--- src/rtl/timer_pkg.sv ---
// Shared types and default widths for the timer controller slice.
package timer_pkg;

  localparam int TIMER_CNT_W = 8;
  localparam int TIMER_PRE_W = 4;

  typedef enum logic [1:0] {
    IDLE  = 2'd0,
    CLEAR = 2'd1,
    RUN   = 2'd2,
    DONE  = 2'd3
  } timer_state_e;

endpackage

--- src/rtl/tick_prescaler.sv ---
// Free-running divider: tick_o every div_i+1 cycles; load_i parks the count at 0.
module tick_prescaler #(
  parameter int WIDTH = 4
) (
  input  logic             clk_i,
  input  logic             rst_ni,
  input  logic             load_i,
  input  logic [WIDTH-1:0] div_i,
  output logic             tick_o
);

  logic [WIDTH-1:0] cnt_q, cnt_d;

  assign tick_o = (cnt_q == div_i);

  always_comb begin
    cnt_d = cnt_q + WIDTH'(1);
    if (load_i || tick_o) begin
      cnt_d = '0;
    end
  end

  always_ff @(posedge clk_i or negedge rst_ni) begin
    if (!rst_ni) begin
      cnt_q <= '0;
    end else begin
      cnt_q <= cnt_d;
    end
  end

endmodule

--- src/rtl/timer_ctrl.sv ---
// Timer controller: drives enable/clear of an external up-counter and flags compare match.
// Prescaler is built only when TIMER_CTRL_PRESCALE_EN is defined; otherwise every RUN cycle ticks.
module timer_ctrl
  import timer_pkg::*;
#(
  parameter int COUNTER_WIDTH  = TIMER_CNT_W,
  parameter int PRESCALE_WIDTH = TIMER_PRE_W
) (
  input  logic                      clk_i,
  input  logic                      rst_ni,
  input  logic                      start_i,
  input  logic                      stop_i,
  input  logic                      periodic_i,
  input  logic [COUNTER_WIDTH-1:0]  cmp_val_i,
  input  logic [PRESCALE_WIDTH-1:0] prescale_i,
  input  logic [COUNTER_WIDTH-1:0]  count_i,
  output logic                      cnt_en_o,
  output logic                      cnt_clr_o,
  output logic                      busy_o,
  output logic                      match_o,
  output logic                      done_o
);

  timer_state_e state_q, state_d;

  logic [COUNTER_WIDTH-1:0] cmp_q;
  logic                     periodic_q;
  logic                     start_ok;
  logic                     tick;
  logic                     hit;

  // stop_i outranks start_i, so a simultaneous pair never launches a run
  assign start_ok = start_i && !stop_i && ((state_q == IDLE) || (state_q == DONE));
  assign hit      = (count_i == cmp_q);

  always_ff @(posedge clk_i or negedge rst_ni) begin
    if (!rst_ni) begin
      cmp_q      <= '0;
      periodic_q <= 1'b0;
    end else if (start_ok) begin
      cmp_q      <= cmp_val_i;
      periodic_q <= periodic_i;
    end
  end

`ifdef TIMER_CTRL_PRESCALE_EN
  logic [PRESCALE_WIDTH-1:0] prescale_q;
  logic                      pre_tick;

  always_ff @(posedge clk_i or negedge rst_ni) begin
    if (!rst_ni) begin
      prescale_q <= '0;
    end else if (start_ok) begin
      prescale_q <= prescale_i;
    end
  end

  // Held at 0 outside RUN so the first RUN cycle starts a fresh tick period
  tick_prescaler #(
    .WIDTH (PRESCALE_WIDTH)
  ) u_prescaler (
    .clk_i  (clk_i),
    .rst_ni (rst_ni),
    .load_i (state_q != RUN),
    .div_i  (prescale_q),
    .tick_o (pre_tick)
  );

  assign tick = (state_q == RUN) && pre_tick;
`else
  logic unused_prescale;
  assign unused_prescale = ^prescale_i;
  assign tick            = (state_q == RUN);
`endif

  always_ff @(posedge clk_i or negedge rst_ni) begin
    if (!rst_ni) begin
      state_q <= IDLE;
    end else begin
      state_q <= state_d;
    end
  end

  always_comb begin
    state_d = state_q;
    case (state_q)
      IDLE: begin
        if (start_ok) state_d = CLEAR;
      end
      CLEAR: begin
        state_d = stop_i ? IDLE : RUN;
      end
      RUN: begin
        if (stop_i) begin
          state_d = IDLE;
        end else if (tick && hit && !periodic_q) begin
          state_d = DONE;
        end
      end
      DONE: begin
        if (stop_i) begin
          state_d = IDLE;
        end else if (start_ok) begin
          state_d = CLEAR;
        end
      end
      default: state_d = IDLE;
    endcase
  end

  always_comb begin
    cnt_en_o  = 1'b0;
    cnt_clr_o = 1'b0;
    match_o   = 1'b0;
    if (!stop_i) begin
      case (state_q)
        CLEAR: begin
          cnt_en_o  = 1'b1;
          cnt_clr_o = 1'b1;
        end
        RUN: begin
          if (tick) begin
            if (hit) begin
              // periodic wraps via clear; one-shot freezes the counter at cmp_q
              match_o   = 1'b1;
              cnt_en_o  = periodic_q;
              cnt_clr_o = periodic_q;
            end else begin
              cnt_en_o  = 1'b1;
            end
          end
        end
        default: ;
      endcase
    end
  end

  assign busy_o = (state_q == CLEAR) || (state_q == RUN);
  assign done_o = (state_q == DONE);

endmodule

--- config.mk ---
export PLATFORM = sky130hd
export DESIGN_NAME = timer_ctrl
export DESIGN_NICKNAME = d
export VERILOG_FILES = /design/src/rtl/timer_pkg.sv /design/src/rtl/tick_prescaler.sv /design/src/rtl/timer_ctrl.sv
export SDC_FILE = /design/constraint.sdc
export NUM_CORES = 1
export LEC_CHECK = 0
export BUFFER_PORTS_ARGS = -buffer_cell sky130_fd_sc_hd__buf_4
export CAP_MARGIN = 20
export CORE_MARGIN = 2
export CORE_UTILIZATION = 40
export DETAILED_ROUTE_END_ITERATION = 7
export GPL_ROUTABILITY_DRIVEN = 0
export PLACE_DENSITY = 0.69
export SYNTH_ARGS = -nofsm -noshare
export SYNTH_HDL_FRONTEND = slang
export SYNTH_SLANG_ARGS = --single-unit
--- constraint.sdc ---
create_clock -name clk_i -period 2.2 [get_ports clk_i]
set_input_delay 0.55 -clock clk_i [delete_from_list [all_inputs] [get_ports clk_i]]
set_output_delay 0.55 -clock clk_i [all_outputs]
set_load 0.005 [all_outputs]
* After elaboration in Yosys (flattened, before gate mapping)
Index checks and enable logic that the tools add are counted.
** Cells by class
- Eq/ne operators :: 5
- Mux-type cells :: 15
- Reduce and logical (&&, ||, !) cells :: 9
** Operators with widths (count)
- $mux 2 :: 5
- $eq 8x8->1 :: 1
- $pmux 2 s4 :: 1
- $mux 1 :: 7
- $eq 2x2->1 const B :: 2
- $logic_and 1x1->1 :: 4
- $pmux 1 s2 :: 2
- $ne 3x2->1 const B :: 1
- $eq 2x1->1 const B :: 1
- $logic_not 1->1 :: 2
- $logic_not 2->1 :: 1
- $logic_or 1x1->1 :: 2
** Storage, ports and cells
- Flip-flop bits (word level) :: 11
- Logic and storage cells :: 32

* Depth between registers and ports, before layout
- Word-level depth :: 6
- Gate-level depth with buffers :: 6

* Worst setup path after synthesis
Ideal clock, no wire load.
- Kind :: input -> output
- Start :: input port count_i[1]
- End :: output port cnt_en_o
- Arrival :: 1.297 ns
- Path slack :: 0.353 ns
- Cell stages on the path :: 4
- Path through :: xnor2_1 > nand4_2 > o311ai_0 > nand2_1
** On the way
- Longest elaborated chain between the ends :: 4
** Ends and longest elaborated chain
- from (decl) :: RTL line timer_ctrl.sv:16 : input logic [COUNTER_WIDTH-1:0] count_i,
- $eq 8x8->1 :: RTL line timer_ctrl.sv:34 : assign hit = (count_i == cmp_q);
- $mux 1 :: RTL line timer_ctrl.sv:123 : if (hit) begin
- $pmux 1 s2 :: RTL line timer_ctrl.sv:116 : case (state_q)
- $mux 1 :: RTL line timer_ctrl.sv:115 : if (!stop_i) begin
- to (decl) :: RTL line timer_ctrl.sv:17 : output logic cnt_en_o,
Every way passes these cells.

* Worst setup path in the final report
- Start :: input port count_i[7]
- End :: output port cnt_clr_o
** On the way
- Longest elaborated chain between the ends :: 4
** Ends and longest elaborated chain
- $eq 8x8->1 :: RTL line timer_ctrl.sv:34
- $mux 1 :: RTL line timer_ctrl.sv:123
- $pmux 1 s2 :: RTL line timer_ctrl.sv:116
- $mux 1 :: RTL line timer_ctrl.sv:115
- to (decl) :: RTL line timer_ctrl.sv:18 : output logic cnt_clr_o,
Every way passes these cells.

==> impl_results.md <==
* Status: completed
* Number of hold violations in the final report at 0
* Number of optimization iterations in the first detailed-route pass at 3
* IO Port Bufs at 25
* Worst Skew at 3.77 ps
* Number of antenna violations at the first check in global routing at 0
* Crit-path cells: buf_4 -> xnor2_1 -> nand4_2 -> buf_4 -> nor3_1 -> o21a_1 -> buf_4
* Area of the mapped netlist at 681 µm²
* Final instance count without filler cells at between 100 and 150
* Type of the setup path with the least slack: primary input to primary output
* EDFF count, synth at 0
* Cell type with the highest occurrence count on the critical path: sky130_fd_sc_hd__buf_4
* Standard-cell rows at 14
* Worst-skew pair later-pin latency at between 200 and 300 ps
* Data required, critical path at 1650 ps
* Period utilisation layout at 97.7%
* Setup repair after global routing missed its margin: true
* CP Launch Type: primary input
* Clock buffer count from CTS at 3
* Synth async-reset ratio at 100%
* Classification of the worst-slack hold path: primary input to async pin
* Number of buffers inserted for hold repair after clock tree synthesis at 0
* Gate count of the mapped netlist at 59
* Sequential cell area fraction in the yosys report at roughly 40%
* Area enclosed by the die boundary at 2050 µm²
* Main area contributors after synthesis: sky130_fd_sc_hd__dfrtp_1, sky130_fd_sc_hd__mux2_2, sky130_fd_sc_hd__xnor2_1
* Standard cell area after detailed placement at 906 µm²
* Pin count of the biggest net entering global routing at 13
* Non-Filler Cell Area, Final at 987 µm²
* Dpl cells at between 100 and 150
* Post-synthesis cell type count at 23
* Clock Sinks at 11
* Number of nets in the final layout at 124
* IR drop worst, VDD at 0.000542 V
* Global-route wire length before repair at 2330 µm
* Highest fanout seen on the critical path at 3
* Setup slack at placement at -41.5 ps
* Worst Path Arrival at 1600 ps
* Highest clock frequency the design can meet at 0.465 GHz
* Static leakage power at 0.457 nW
* Routed wire length at 1420 µm
* Cell with the most instances after synthesis: sky130_fd_sc_hd__dfrtp_1
* Clock-pin slew on the worst setup and hold paths at 70 ps
* Layout Utilization at 63.3%
* Time the final worst path needs with I/O delays and setup at 2150 ps
* Area Overhead vs Synth at 45.0%
* Total grt overflow at 0
* Most frequent cells after synthesis: sky130_fd_sc_hd__dfrtp_1, sky130_fd_sc_hd__mux2_2, sky130_fd_sc_hd__xnor2_1
* DR WL/cell at ~13 µm
* Die Y at about 45 µm
* Number of global-route vias before repair at 573
* Sum of net half-perimeters after detailed placement at 1090 µm
* Main flop type after synthesis: sky130_fd_sc_hd__dfrtp_1
* Placeable Area at 1560 µm²
* TritonCTS clock tree: built
* Ratio of total power to cell area at 1070 nW/µm²
* Max-slew headroom at the worst pin at 81.8%
* Total via count in the routed design at 565
* CTS H-Tree Depth at 1
* Total nets after synthesis at a little under 90
* Chip width at between 40 and 50 µm
* Number of DRC violations after detailed-routing iteration 0 at 2
* Maximum clock insertion buffer count at 2
* Max Transition Viols Final at 0
* Final worst slack at 51.2 ps
* Antenna diode count at 0
* Crit end category: primary output
* Maximum cell stage delay along the critical path at about 210 ps
* Share of the synthesized area in the top cell type at 40.4%
* Slowest-stage cell, CP: sky130_fd_sc_hd__xnor2_1
* Detail Route Antenna Nets at 0
* Vias per cell at between 5 and 6
* Total track usage at about 16%
* Remaining DRCs at 0
* Number of setup violations in the final report at 0
* Register bit total from synthesis at 11
* Clock root buffer: sky130_fd_sc_hd__clkbuf_4
* Num ports at 30
* Starting Density at 43.7%
* Synthesized area per cell at around 12 µm²
* Library cell with the largest summed area after synthesis: sky130_fd_sc_hd__dfrtp_1
* Number of warnings issued by yosys at 0
* Share of final-layout standard cells stronger than drive strength 1 at 53.2%
* Transition at the pin with the smallest max-transition slack at roughly 270 ps
* Max-capacitance violation count at 0
==> path summary, 6_finish.rpt <==
| check | startpoint | to | slack (ps) | cells after the start |
|---|---|---|---|---|
| min in group clk_i | periodic_i | periodic_q | 490 | 2 |
| worst max register to register | state_q[1] | cmp_q[4] | 460 | 5 |
| max in group asynchronous | rst_ni | state_q[1] | 1950 | 1 |
| worst max-delay path | count_i[7] | cnt_clr_o | 50 | 7 |
| worst min-delay path | rst_ni | cmp_q[3] | 100 | 1 |
| worst min register to register | cmp_q[3] | cmp_q[3] | 530 | 1 |
==> cells in the final DEF, fill, tap and decap left out, drive strengths merged <==
cell / count
nor2b: 1
o311ai: 2
a21oi: 1
dfrtp: 11
ha: 4
a2bb2oi: 1
nor3: 1
o21ai: 3
inv: 4
mux2: 10
nand2: 3
o21a: 2
nor3b: 1
clkbuf: 4
nor2: 2
o31ai: 1
xnor2: 8
nand4: 2
buf: 32
nor4: 1
==> final cells by class <==
cell class,instances,area (µm²)
well taps,16,20.0
flip-flops and latches,11,275
multi-input cells,43,410
inverters,4,15.0
repair buffers,32,240
fillers,138,572
clock buffers,4,26.3
==> layer usage <==
| layer | share of wire, % | global-route usage [%] |
|---|---|---|
| met2 | 49 | 25.4 |
| met4 | 1.3 | 10.0 |
| met5 | 0 | 0 |
| met1 | 44 | 19.6 |
| met3 | 5.8 | 3.20 |
==> metrics by stage <==
stage | hold slack, ps | setup TNS (ps) | total power, W
5_1_grt | 89.6 | -83.4 | 0.00114
6_report | 97.6 | 0 | 0.00105
4_1_cts | 102 | 0 | 0.00100
3_5_place_dp | 393 | -41.5 | 0.000848
3_3_place_gp | 393 | 0 | 0.000827
2_1_floorplan | 254 | 0 | 0.000695
==> worst max-delay path, delay by kind of cell <==
family | cells | cell delay (ps)
buffers and inverters | 3 | 380
AND/OR/NAND/NOR | 2 | 320
XOR/XNOR | 1 | 210
AO/OA/AOI/OAI | 1 | 130
==> sequential cells by signal, summed over array words and instances (netlist names) <==
| signal | flops |
|---|---|
| cmp_q | 8 |
| state_q | 2 |
| periodic_q | 1 |
==> timing repair <==
| item | 4_1_cts | 5_1_grt |
|---|---|---|
| gates resized for setup | 2 | 4 |
| setup endpoints to repair | 2 | 3 |
| pin swaps | 4 | 2 |
| buffers inserted | 1 | 3 |
==> kinds of logic (layout without fill, tap and decap cells) <==
logic type               Yosys count  after routing  share of synthesized area, %
AO/OA/AOI/OAI                     10             10                          12.7
AND/OR/NAND/NOR                   11             11                          9.19
flip-flops                        11             11                          40.4
adder cells (fa/ha/maj)            4              4                          7.35
multiplexers                      10             10                          17.1
XOR/XNOR                           8              8                          10.3
buffers and inverters              5             40                          2.94
==> power breakdown <==
group          internal [W]  switching, W  total, W
registers          0.000302     0.0000833  0.000385
clock network     0.0000702     0.0000710  0.000141
logic              0.000319      0.000210  0.000529
total              0.000691      0.000364   0.00105
Note: power is estimated with default switching activity, not from simulation.
